===== src/rtl/vga_stream_probe_pkg.sv =====
// vga_stream_probe_pkg: stream timing constants, probe FSM states and a saturating add helper
package vga_stream_probe_pkg;
  localparam int HOR_TOTAL_TIME  = 1056;
  localparam int VER_TOTAL_TIME  = 628;
  localparam int HOR_ACTIVE_TIME = 800;
  localparam int VER_ACTIVE_TIME = 600;

  typedef enum logic [1:0] {PR_IDLE, PR_WAIT_SOF, PR_ARMED} probe_state_t;

  function automatic logic [7:0] sat_add(input logic [7:0] a, input logic [1:0] b);
    logic [8:0] s;
    s = {1'b0, a} + {7'd0, b};
    return s[8] ? 8'hFF : s[7:0];
  endfunction
endpackage


===== src/rtl/vga_stream_probe_if.sv =====
// vga_stream_probe_if: pixel stream bundle between the drawing chain and the VGA pins
interface vga_stream_probe_if;
  logic [10:0] hcount;
  logic [10:0] vcount;
  logic        hsync;
  logic        hblnk;
  logic        vsync;
  logic        vblnk;
  logic [11:0] rgb;
  modport master(output hcount, vcount, hsync, hblnk, vsync, vblnk, rgb);
  modport slave(input hcount, vcount, hsync, hblnk, vsync, vblnk, rgb);
endinterface


===== src/rtl/vga_stream_probe_shadow_cnt.sv =====
// vga_stream_probe_shadow_cnt: free-running h/v shadow that locks at the stream origin and flags divergence
module vga_stream_probe_shadow_cnt
  import vga_stream_probe_pkg::*;
#(
  parameter int H_TOTAL = HOR_TOTAL_TIME,
  parameter int V_TOTAL = VER_TOTAL_TIME
) (
  input  logic        clk,
  input  logic        rst,
  input  logic        i_valid,
  input  logic [10:0] i_h,
  input  logic [10:0] i_v,
  output logic        o_origin,
  output logic        o_locked,
  output logic        o_mismatch
);
  logic        r_locked;
  logic [10:0] r_h, r_v;
  logic        w_hwrap;
  logic [10:0] w_nh, w_nv;

  // r_h/r_v hold the last position seen; the incoming pixel must equal its successor
  assign w_hwrap    = r_h == 11'(H_TOTAL - 1);
  assign w_nh       = w_hwrap ? '0 : r_h + 11'd1;
  assign w_nv       = !w_hwrap ? r_v : (r_v == 11'(V_TOTAL - 1)) ? '0 : r_v + 11'd1;
  assign o_origin   = i_valid && i_h == '0 && i_v == '0;
  assign o_mismatch = r_locked && i_valid && (i_h != w_nh || i_v != w_nv);
  assign o_locked   = r_locked;

  always_ff @(posedge clk) begin
    if (rst) begin
      r_locked <= 1'b0;
      r_h      <= '0;
      r_v      <= '0;
    end else if (o_mismatch) begin
      r_locked <= 1'b0;
    end else if (r_locked && i_valid) begin
      r_h <= w_nh;
      r_v <= w_nv;
    end else if (o_origin) begin
      r_locked <= 1'b1;
      r_h      <= '0;
      r_v      <= '0;
    end
  end
endmodule


===== src/rtl/vga_stream_probe.sv =====
// vga_stream_probe: passive stream checker with timing lock, blank-rgb check, frame checksum and pixel probe
module vga_stream_probe
  import vga_stream_probe_pkg::*;
#(
  parameter int H_TOTAL  = HOR_TOTAL_TIME,
  parameter int V_TOTAL  = VER_TOTAL_TIME,
  parameter int H_ACTIVE = HOR_ACTIVE_TIME,
  parameter int V_ACTIVE = VER_ACTIVE_TIME
) (
  input  logic                clk,
  input  logic                rst,
  vga_stream_probe_if.slave   i_vga,
  input  logic                i_probe_req,
  input  logic [10:0]         i_probe_x,
  input  logic [10:0]         i_probe_y,
  output logic                o_probe_busy,
  output logic                o_probe_valid,
  output logic                o_probe_err,
  output logic [11:0]         o_probe_rgb,
  output logic                o_locked,
  output logic                o_timing_err,
  output logic [7:0]          o_err_count,
  output logic [15:0]         o_frame_sum,
  output logic                o_frame_sum_valid
);
  logic         r_s_valid, r_s_hb, r_s_vb;
  logic [10:0]  r_s_h, r_s_v;
  logic [11:0]  r_s_rgb;
  logic         w_origin, w_locked, w_mis, w_blank_err, w_active, w_pub;
  logic         r_timing_err, r_arm, r_fsum_valid;
  logic [7:0]   r_err_count;
  logic [15:0]  r_acc, r_fsum;
  probe_state_t r_state, w_next;
  logic [10:0]  r_x, r_y;
  logic         w_hit, w_sof, w_req_ok, w_take, w_err_n;
  logic         r_busy, r_pvalid, r_perr;
  logic [11:0]  r_prgb;

  always_ff @(posedge clk) begin
    if (rst) begin
      r_s_valid <= 1'b0;
      r_s_h     <= '0;
      r_s_v     <= '0;
      r_s_hb    <= 1'b0;
      r_s_vb    <= 1'b0;
      r_s_rgb   <= '0;
    end else begin
      r_s_valid <= 1'b1;
      r_s_h     <= i_vga.hcount;
      r_s_v     <= i_vga.vcount;
      r_s_hb    <= i_vga.hblnk;
      r_s_vb    <= i_vga.vblnk;
      r_s_rgb   <= i_vga.rgb;
    end
  end

  vga_stream_probe_shadow_cnt #(.H_TOTAL(H_TOTAL), .V_TOTAL(V_TOTAL)) u_shadow (
    .clk(clk), .rst(rst), .i_valid(r_s_valid), .i_h(r_s_h), .i_v(r_s_v),
    .o_origin(w_origin), .o_locked(w_locked), .o_mismatch(w_mis)
  );

  assign w_blank_err = r_s_valid && (r_s_hb || r_s_vb) && r_s_rgb != '0;
  assign w_active    = r_s_valid && !r_s_hb && !r_s_vb;
  // a frame is published only if lock held from its opening origin to its closing one
  assign w_pub       = w_origin && !w_mis && r_arm;

  always_ff @(posedge clk) begin
    if (rst) begin
      r_timing_err <= 1'b0;
      r_err_count  <= '0;
      r_acc        <= '0;
      r_arm        <= 1'b0;
      r_fsum       <= '0;
      r_fsum_valid <= 1'b0;
    end else begin
      r_timing_err <= r_timing_err | w_mis;
      r_err_count  <= sat_add(r_err_count, {1'b0, w_mis} + {1'b0, w_blank_err});
      r_acc        <= (w_origin ? 16'd0 : r_acc) + (w_active ? {4'd0, r_s_rgb} : 16'd0);
      r_arm        <= w_mis ? 1'b0 : w_origin ? 1'b1 : r_arm;
      r_fsum       <= w_pub ? r_acc : r_fsum;
      r_fsum_valid <= w_pub;
    end
  end

  assign w_req_ok = i_probe_req && i_probe_x < 11'(H_ACTIVE) && i_probe_y < 11'(V_ACTIVE);
  assign w_hit    = r_s_valid && r_s_h == r_x && r_s_v == r_y;
  assign w_sof    = w_origin && w_locked && !w_mis;
  // a probe of (0,0) completes on the very origin that would arm it
  assign w_take   = w_hit && ((r_state == PR_ARMED && !w_mis) || (r_state == PR_WAIT_SOF && w_sof));

  always_ff @(posedge clk) begin
    if (rst) begin
      r_state  <= PR_IDLE;
      r_x      <= '0;
      r_y      <= '0;
      r_busy   <= 1'b0;
      r_pvalid <= 1'b0;
      r_perr   <= 1'b0;
      r_prgb   <= '0;
    end else begin
      r_state  <= w_next;
      r_x      <= (r_state == PR_IDLE && w_req_ok) ? i_probe_x : r_x;
      r_y      <= (r_state == PR_IDLE && w_req_ok) ? i_probe_y : r_y;
      r_busy   <= w_next != PR_IDLE;
      r_pvalid <= w_take;
      r_perr   <= w_err_n;
      r_prgb   <= w_take ? r_s_rgb : r_prgb;
    end
  end

  always_comb begin
    w_next = r_state;
    if (r_state == PR_IDLE)
      w_next = w_req_ok ? PR_WAIT_SOF : PR_IDLE;
    else if (w_take)
      w_next = PR_IDLE;
    else if (r_state == PR_WAIT_SOF && w_sof)
      w_next = PR_ARMED;
    else if (r_state == PR_ARMED && w_mis)
      w_next = PR_WAIT_SOF;
  end

  always_comb begin
    w_err_n = r_state == PR_IDLE && i_probe_req && !w_req_ok;
  end

  assign o_probe_busy      = r_busy;
  assign o_probe_valid     = r_pvalid;
  assign o_probe_err       = r_perr;
  assign o_probe_rgb       = r_prgb;
  assign o_locked          = w_locked;
  assign o_timing_err      = r_timing_err;
  assign o_err_count       = r_err_count;
  assign o_frame_sum       = r_fsum;
  assign o_frame_sum_valid = r_fsum_valid;
endmodule


===== src/flat_wrapper.sv =====
// flat-port wrapper written by rule: the top's interface ports become plain ports
module vga_stream_probe_flat import vga_stream_probe_pkg::*;
#(
  parameter int H_TOTAL  = HOR_TOTAL_TIME,
  parameter int V_TOTAL  = VER_TOTAL_TIME,
  parameter int H_ACTIVE = HOR_ACTIVE_TIME,
  parameter int V_ACTIVE = VER_ACTIVE_TIME
)
  (clk, rst, i_probe_req, i_probe_x, i_probe_y, o_probe_busy, o_probe_valid, o_probe_err, o_probe_rgb, o_locked, o_timing_err, o_err_count, o_frame_sum, o_frame_sum_valid, i_vga_hcount, i_vga_vcount, i_vga_hsync, i_vga_hblnk, i_vga_vsync, i_vga_vblnk, i_vga_rgb);
  vga_stream_probe_if i_vga_i ();
  input  logic clk;
  input  logic rst;
  input  logic i_probe_req;
  input  logic [10:0] i_probe_x;
  input  logic [10:0] i_probe_y;
  output logic o_probe_busy;
  output logic o_probe_valid;
  output logic o_probe_err;
  output logic [11:0] o_probe_rgb;
  output logic o_locked;
  output logic o_timing_err;
  output logic [7:0] o_err_count;
  output logic [15:0] o_frame_sum;
  output logic o_frame_sum_valid;
  input wire logic [$bits(i_vga_i.hcount)-1:0] i_vga_hcount;
  input wire logic [$bits(i_vga_i.vcount)-1:0] i_vga_vcount;
  input wire logic [$bits(i_vga_i.hsync)-1:0] i_vga_hsync;
  input wire logic [$bits(i_vga_i.hblnk)-1:0] i_vga_hblnk;
  input wire logic [$bits(i_vga_i.vsync)-1:0] i_vga_vsync;
  input wire logic [$bits(i_vga_i.vblnk)-1:0] i_vga_vblnk;
  input wire logic [$bits(i_vga_i.rgb)-1:0] i_vga_rgb;
  assign i_vga_i.hcount = i_vga_hcount;
  assign i_vga_i.vcount = i_vga_vcount;
  assign i_vga_i.hsync = i_vga_hsync;
  assign i_vga_i.hblnk = i_vga_hblnk;
  assign i_vga_i.vsync = i_vga_vsync;
  assign i_vga_i.vblnk = i_vga_vblnk;
  assign i_vga_i.rgb = i_vga_rgb;
  vga_stream_probe #(.H_TOTAL(H_TOTAL), .V_TOTAL(V_TOTAL), .H_ACTIVE(H_ACTIVE), .V_ACTIVE(V_ACTIVE)) u_core (.clk(clk), .rst(rst), .i_vga(i_vga_i), .i_probe_req(i_probe_req), .i_probe_x(i_probe_x), .i_probe_y(i_probe_y), .o_probe_busy(o_probe_busy), .o_probe_valid(o_probe_valid), .o_probe_err(o_probe_err), .o_probe_rgb(o_probe_rgb), .o_locked(o_locked), .o_timing_err(o_timing_err), .o_err_count(o_err_count), .o_frame_sum(o_frame_sum), .o_frame_sum_valid(o_frame_sum_valid));
endmodule

===== config.mk =====
export PLATFORM = sky130hd
export DESIGN_NAME = vga_stream_probe_flat
export DESIGN_NICKNAME = d
export VERILOG_FILES = /design/src/rtl/vga_stream_probe_pkg.sv /design/src/rtl/vga_stream_probe_if.sv /design/src/rtl/vga_stream_probe_shadow_cnt.sv /design/src/rtl/vga_stream_probe.sv /design/src/flat_wrapper.sv
export SDC_FILE = /design/constraint.sdc
export NUM_CORES = 1
export LEC_CHECK = 0
export ABC_AREA = 1
export BUFFER_PORTS_ARGS = -buffer_cell sky130_fd_sc_hd__buf_4
export CORE_ASPECT_RATIO = 1.1
export CORE_MARGIN = 2
export CORE_UTILIZATION = 45
export DETAILED_ROUTE_END_ITERATION = 8
export GPL_TIMING_DRIVEN = 0
export HOLD_SLACK_MARGIN = 0.1
export PLACE_DENSITY = 0.71
export REMOVE_ABC_BUFFERS = 1
export SLEW_MARGIN = 20
export SYNTH_ARGS = -nofsm -noshare
export SYNTH_HDL_FRONTEND = slang
export SYNTH_SLANG_ARGS = --single-unit

===== constraint.sdc =====
create_clock -name clk -period 4.4 [get_ports clk]
set_clock_uncertainty 0.2 [all_clocks]
set_input_delay 0.22 -clock clk [delete_from_list [all_inputs] [get_ports clk]]
set_output_delay 0.22 -clock clk [all_outputs]
set_load 0.005 [all_outputs]

==> results of run 1 <==
[timing repair]
action | in CTS | in global routing
hold buffers | 58 | 0
hold endpoints to repair | 57 | 0
setup endpoints to repair | 0 | 10
resized for setup | 0 | 4
buffers inserted | 0 | 1
[metal layers]
metal  routed length [um]  share of wire [%]  vias to the layer above
met2                 9928                 49                      230
met1                 8345                 41                     3313
met3                 1135                5.6                       69
li1                     -                  -                     3753
met5                    0                  0                        -
met4                  973                4.8                        0
[how the worst min path moves through the flow]
stage,startpoint,endpoint,slack (ns),cells after the start
6_report,rst,u_core.r_s_rgb[10]$_SDFF_PP0_,0.16,2
3_3_place_gp,i_vga_rgb[5],u_core.r_s_rgb[5]$_SDFF_PP0_,0.22,3
2_1_floorplan,rst,u_core.r_acc[1]$_SDFF_PP0_,0.09,1
3_5_place_dp,i_vga_rgb[4],u_core.r_s_rgb[4]$_SDFF_PP0_,0.23,3
5_1_grt,rst,u_core.r_acc[2]$_SDFF_PP0_,0.20,2
4_1_cts,i_probe_y[10],u_core.r_x[10]$_SDFFE_PP0P_,0.16,5
[registers in the layout, summed over array words and instances, names as in the netlist, 2 cells and up]
| register | flops |
|---|---|
| u_core.u_shadow.r_v | 11 |
| u_core.r_state | 2 |
| u_core.r_y | 11 |
| u_core.o_frame_sum | 16 |
| u_core.r_s_h | 11 |
| u_core.o_err_count | 8 |
| u_core.r_s_v | 11 |
| u_core.r_x | 11 |
| u_core.r_s_rgb | 12 |
| u_core.o_probe_rgb | 12 |
| u_core.u_shadow.r_h | 11 |
| u_core.r_acc | 16 |
[cell usage after synthesis, drive strengths merged (4+ instances only)]
master | number | area (um^2)
or2 | 15 | 93.84
nand3 | 72 | 387.9
xor2 | 13 | 113.9
ha | 15 | 187.7
nor3 | 10 | 50.05
a21oi | 92 | 471.7
clkbuf | 19 | 71.32
xnor2 | 4 | 35.03
o22ai | 6 | 37.54
nand4 | 18 | 118.9
nor2 | 162 | 649.4
o21ai | 65 | 325.3
inv | 187 | 701.9
dfxtp | 142 | 2843
buf | 15 | 107.6
nor4 | 9 | 56.30
nand2 | 221 | 854.6
[cells by family (layout without fill, tap and decap cells)]
group	after synthesis	after routing	synth area share, %
AOI/OAI and AO/OA	180	180	13.17
and+or+nand+nor	513	514	30.90
adders and majority gates	17	17	3.106
buffers and inverters	221	382	12.01
DFF	142	142	38.77
xor gates and xnor gates	17	17	2.031
[worst max-delay path, stage by stage (launching register included)]
cell and delay [ns]:
dfxtp_1 0.48, ha_1 0.25, nand2_2 0.13, nor2_1 0.16, nand3_1 0.08, nor2_1 0.25, nand2_1 0.14, nand2_1 0.11
nand2_1 0.06, nand2_1 0.06, nor2_1 0.04, nand2_1 0.11, nor2_4 0.06, nand3_2 0.07, nand2_4 0.12, fa_1 0.42
inv_1 0.09, ha_1 0.18, nand3_1 0.14, nor3b_2 0.24, nand2_1 0.10, nor2_1 0.20, inv_1 0.13, a21oi_1 0.13
[where the power goes]
group	switching, mW	internal [mW]
Combinational	0.144	0.130
Clock	0.546	0.860
Sequential	0.0268	1.32
[layout make-up]
class / instances / area (um^2) / share of cell area (%)
multi-input cells: 728 / 3641 / 38.76
flip-flops and latches: 142 / 2843 / 30.26
repair buffers: 164 / 1384 / 14.73
inverters: 187 / 701.9 / 7.472
clock buffers: 21 / 460.4 / 4.901
well taps: 200 / 250.2 / 2.664
clock inverters: 10 / 113.9 / 1.212
==> flow_summary.yaml, run 1 <==
global_routing:
  grtUsageMet2_pct: 41.17
  grt_pass1_wl_um: 32530
  gr-total-overflow: 0
  grt_use_total_pct: 23.60
  grt_antenna_before_repair: 0
  grt_max_degree: 75
  grt_busiest_layer: "met2"
  gr-usage-met3_pct: 4.861
  grt_use_met1_pct: 26.78
  grt_pass1_vias: 6790
setup_path:
  r2r_end: "u_core.o_err_count[3]$_SDFF_PP0_"
  crit_required_ns: 4.55
  crit_path_start: "u_core.u_shadow.r_h[0]$_SDFFE_PP0P_"
  r2r_cells: 23
  crit_fanout: 9
  cp-start-kind: "flop"
  cp-endpoint: "u_core.o_err_count[3]$_SDFF_PP0_"
  cp-end-kind: "flop"
  arrival_ns: 4.19
  reg2reg_slack_ns: 0.36
  r2r-start: "u_core.u_shadow.r_h[0]$_SDFFE_PP0P_"
  path_class: "flop to flop"
synthesis:
  yosys_register_bits: 142
  synth_area_per_cell_um2: 6.727
  synthDistinctLibCells: 49
  yosysSeqAreaShare_pct: 38.77
  synth_warnings: 0
  syn-cell-area_um2: 7332
  synth_ff_type: "dfxtp_1"
  synth_edf_count: 0
  syn_inst: 1090
  synthArstFlopShare_pct: 0
detailed_routing:
  drt_iter0_drc: 503
  drtPass1Iterations: 7
  num_vias: 7365
  avgViaCountPerCell: 5.072
  drc: 0
  wire_per_inst_um: 14.04
  wl_um: 20380
  ant_nets: 0
cells_and_area:
  final_cells: 1452
  drive_above_1_share_pct: 13.74
  num-fill-cells: 1440
  areaGrowthSynthToFinish_pct: 28.12
  finalNetCount: 1320
  final_core_util_pct: 59.47
  final_cell_mix: "nand2_1 (214), inv_1 (182), nor2_1 (155), dfxtp_1 (142), buf_4 (103)"
  mostFrequentLayoutCell: "nand2_1"
  finalInstanceArea_um2: 9394
  num_antenna_cells: 0
floorplanning:
  die_w_um: 125.7
  die_area_um2: 17330
  core_area_um2: 15800
  start_util_pct: 46.42
  pin_count: 105
  rows: 48
  dieHeight_um: 137.9
cts:
  cts.sinks: 142
  numCtsBuffers: 17
  cts_tree: "done"
  h-tree-depth: 4
  cts-root-buf: "clkbuf_16"
  clockBufferDepth: 2
  clk_latency_ns: 0.42
  path_clk_slew_ns: 0.06
timing:
  worst_pin_slew_ns: 1.004
  finalWorstSetupSlack_ns: 0.3606
  fin_crit_ns: 4.039
  period_share_pct: 91.80
  finalSetupViolCount: 0
  slew_headroom_pct: 32.97
  fin_hold_ws_ns: 0.1615
  max_freq_mhz: 247.6
  final_hold_viol_count: 0
  setup_tns_ns: 0
  slew_violations: 0
power_and_ir_drop:
  vdd_ir_drop_max_v: 0.0002607
  p_leak_nw: 4.326
  power_mw: 3.026
  pwr_density_cell_nw_per_um2: 322.1
place:
  hpwlAfterDp_um: 14070
  gp_congestion: 0.9461
  preCtsSetupSlack_ns: 0.1652
  io_buffers: 102
  placement.cell_area_um2: 8205
  dp_cells: 1361
worst_hold_path:
  hold_path.class: "primary input to flop"
run:
  maxCapViolations: 0
outcome:
  outcome: "completed"
Power figures use the tool's default switching activity.
==> run 2, diff against run 1 <==
- CTS_CLUSTER_DIAMETER: default -> 80
- clock period: 4.4 -> 5.1 ns (I/O delays scaled with it)
==> run 2 against run 1 <==
Setup slack gained 0.37 ns. Critical path depth shrank 3. Largest power group unchanged. Die area is the same.
==> flow_summary.yaml, run 2 (synthesis results as in run 1) <==
outcome:
  outcome: "completed"
timing:
  slew_headroom_pct: 31.75
  period_share_pct: 85.69
  final_hold_viol_count: 0
  slew_violations: 0
  worst_pin_slew_ns: 1.023
  fin_crit_ns: 4.370
  finalSetupViolCount: 0
  rsz0062_at_grt: "false"
  max_freq_mhz: 228.8
  setup_tns_ns: 0
  fin_hold_ws_ns: 0.2019
floorplanning:
  die_area_um2: 17330
  die_w_um: 125.7
  rows: 48
  pin_count: 105
  core_area_um2: 15800
  dieHeight_um: 137.9
  start_util_pct: 46.42
setup_path:
  path_class: "flop to flop"
  cp_common_cell: "nor2_1"
  cp-end-kind: "flop"
  worstPathCellList: "inv_1, nand4_1, nor2_1, nand3_1, nand2_1, inv_1, ha_1, inv_1, fa_1, nor2_1, a211oi_1, o21ai_0, a21boi_0, o21ai_0, nand2_1, nand2_1, a21oi_1, nor2_1, o21ai_0, nor2_1"
  cp.buffers_inverters: 3
  crit_slowest_cell: "nand3_1"
  crit_fanout: 17
  arrival_ns: 4.48
  max_stage_delay_ns: 0.59
  crit_family: "simple AND/OR/NAND/NOR gates"
  cp-start-kind: "flop"
  crit_required_ns: 5.21
cells_and_area:
  num_antenna_cells: 0
  final_cell_mix: "nand2_1 (215), inv_1 (182), nor2_1 (155), dfxtp_1 (142), buf_4 (102)"
  mostFrequentLayoutCell: "nand2_1"
  drive_above_1_share_pct: 13.36
  finalInstanceArea_um2: 9360
  finalNetCount: 1318
  num-fill-cells: 1443
  final_cells: 1450
  areaGrowthSynthToFinish_pct: 27.66
power_and_ir_drop:
  pwr_density_cell_nw_per_um2: 278.6
  p_leak_nw: 4.319
  vdd_ir_drop_max_v: 0.0002249
global_routing:
  grt_max_degree: 75
  grt_antenna_before_repair: 0
  grt_pass1_wl_um: 32530
  grt_pass1_vias: 6790
  grt_use_total_pct: 23.60
  gr-total-overflow: 0
detailed_routing:
  wl_um: 20280
  avgViaCountPerCell: 5.057
  wire_per_inst_um: 13.98
  drt_iter0_drc: 477
  drtPass1Iterations: 6
  drc: 0
  num_vias: 7333
  ant_nets: 0
place:
  io_buffers: 102
  hpwlAfterDp_um: 14070
  dp_cells: 1361
  gp_congestion: 0.9461
  placement.cell_area_um2: 8205
run:
  maxCapViolations: 0
cts:
  clockBufferDepth: 2
  h-tree-depth: 4
  path_clk_slew_ns: 0.06
  postCtsSetupBuffers: 0
  numCtsBuffers: 17
  cts.sinks: 142
  cts_tree: "done"
  cts-root-buf: "clkbuf_16"
  clk_latency_ns: 0.42
worst_hold_path:
  hold_path.class: "primary input to flop"
[run 2: what timing repair did]
item	CTS	global route
hold endpoints to repair	57	0
hold buffers	58	0
resized for setup	0	0
[run 2: area by class of cell]
class | count | area, um^2 | area share (%)
Clock buffer | 21 | 460.4 | 4.919
Clock inverter | 10 | 113.9 | 1.216
Inverter | 187 | 701.9 | 7.499
Multi-Input combinational cell | 727 | 3615 | 38.62
Sequential cell | 142 | 2843 | 30.37
Tap cell | 200 | 250.2 | 2.673
Timing Repair Buffer | 163 | 1376 | 14.70
[run 2: final timing paths]
kind	startpoint	endpoint	slack (ns)	depth (start not counted)
min	rst	u_core.r_s_rgb[10]$_SDFF_PP0_	0.20	2
max reg2reg	u_core.r_s_h[6]$_SDFF_PP0_	u_core.r_acc[14]$_SDFF_PP0_	0.73	20
max	u_core.r_s_h[6]$_SDFF_PP0_	u_core.r_acc[14]$_SDFF_PP0_	0.73	20
min reg2reg	u_core.o_frame_sum[13]$_SDFFE_PP0P_	u_core.o_frame_sum[13]$_SDFFE_PP0P_	0.24	2
[run 2: layer usage]
metal	track usage (%)	part of all wire, %	up-vias
met4	14.26	4.9	0
li1	-	-	3747
met3	4.861	5.1	73
met1	26.78	42	3294
met2	41.17	48	219
met5	0	0	-
[run 2: report_power, final]
| group | switching (mW) | internal, mW |
|---|---|---|
| clock | 0.468 | 0.742 |
| sequential | 0.0232 | 1.14 |
| combinational | 0.124 | 0.112 |
| total | 0.615 | 1.99 |
[run 2: through the flow]
step                total power, mW  worst slack [ns]  util, %
global route                  2.701            0.3536    59.26
global placement              1.377            0.4041    51.72
detailed placement            1.379            0.8652    51.95
CTS                           2.622            0.8221    59.26
finish                        2.608            0.7299    59.26
floorplan                     1.289             1.459        -
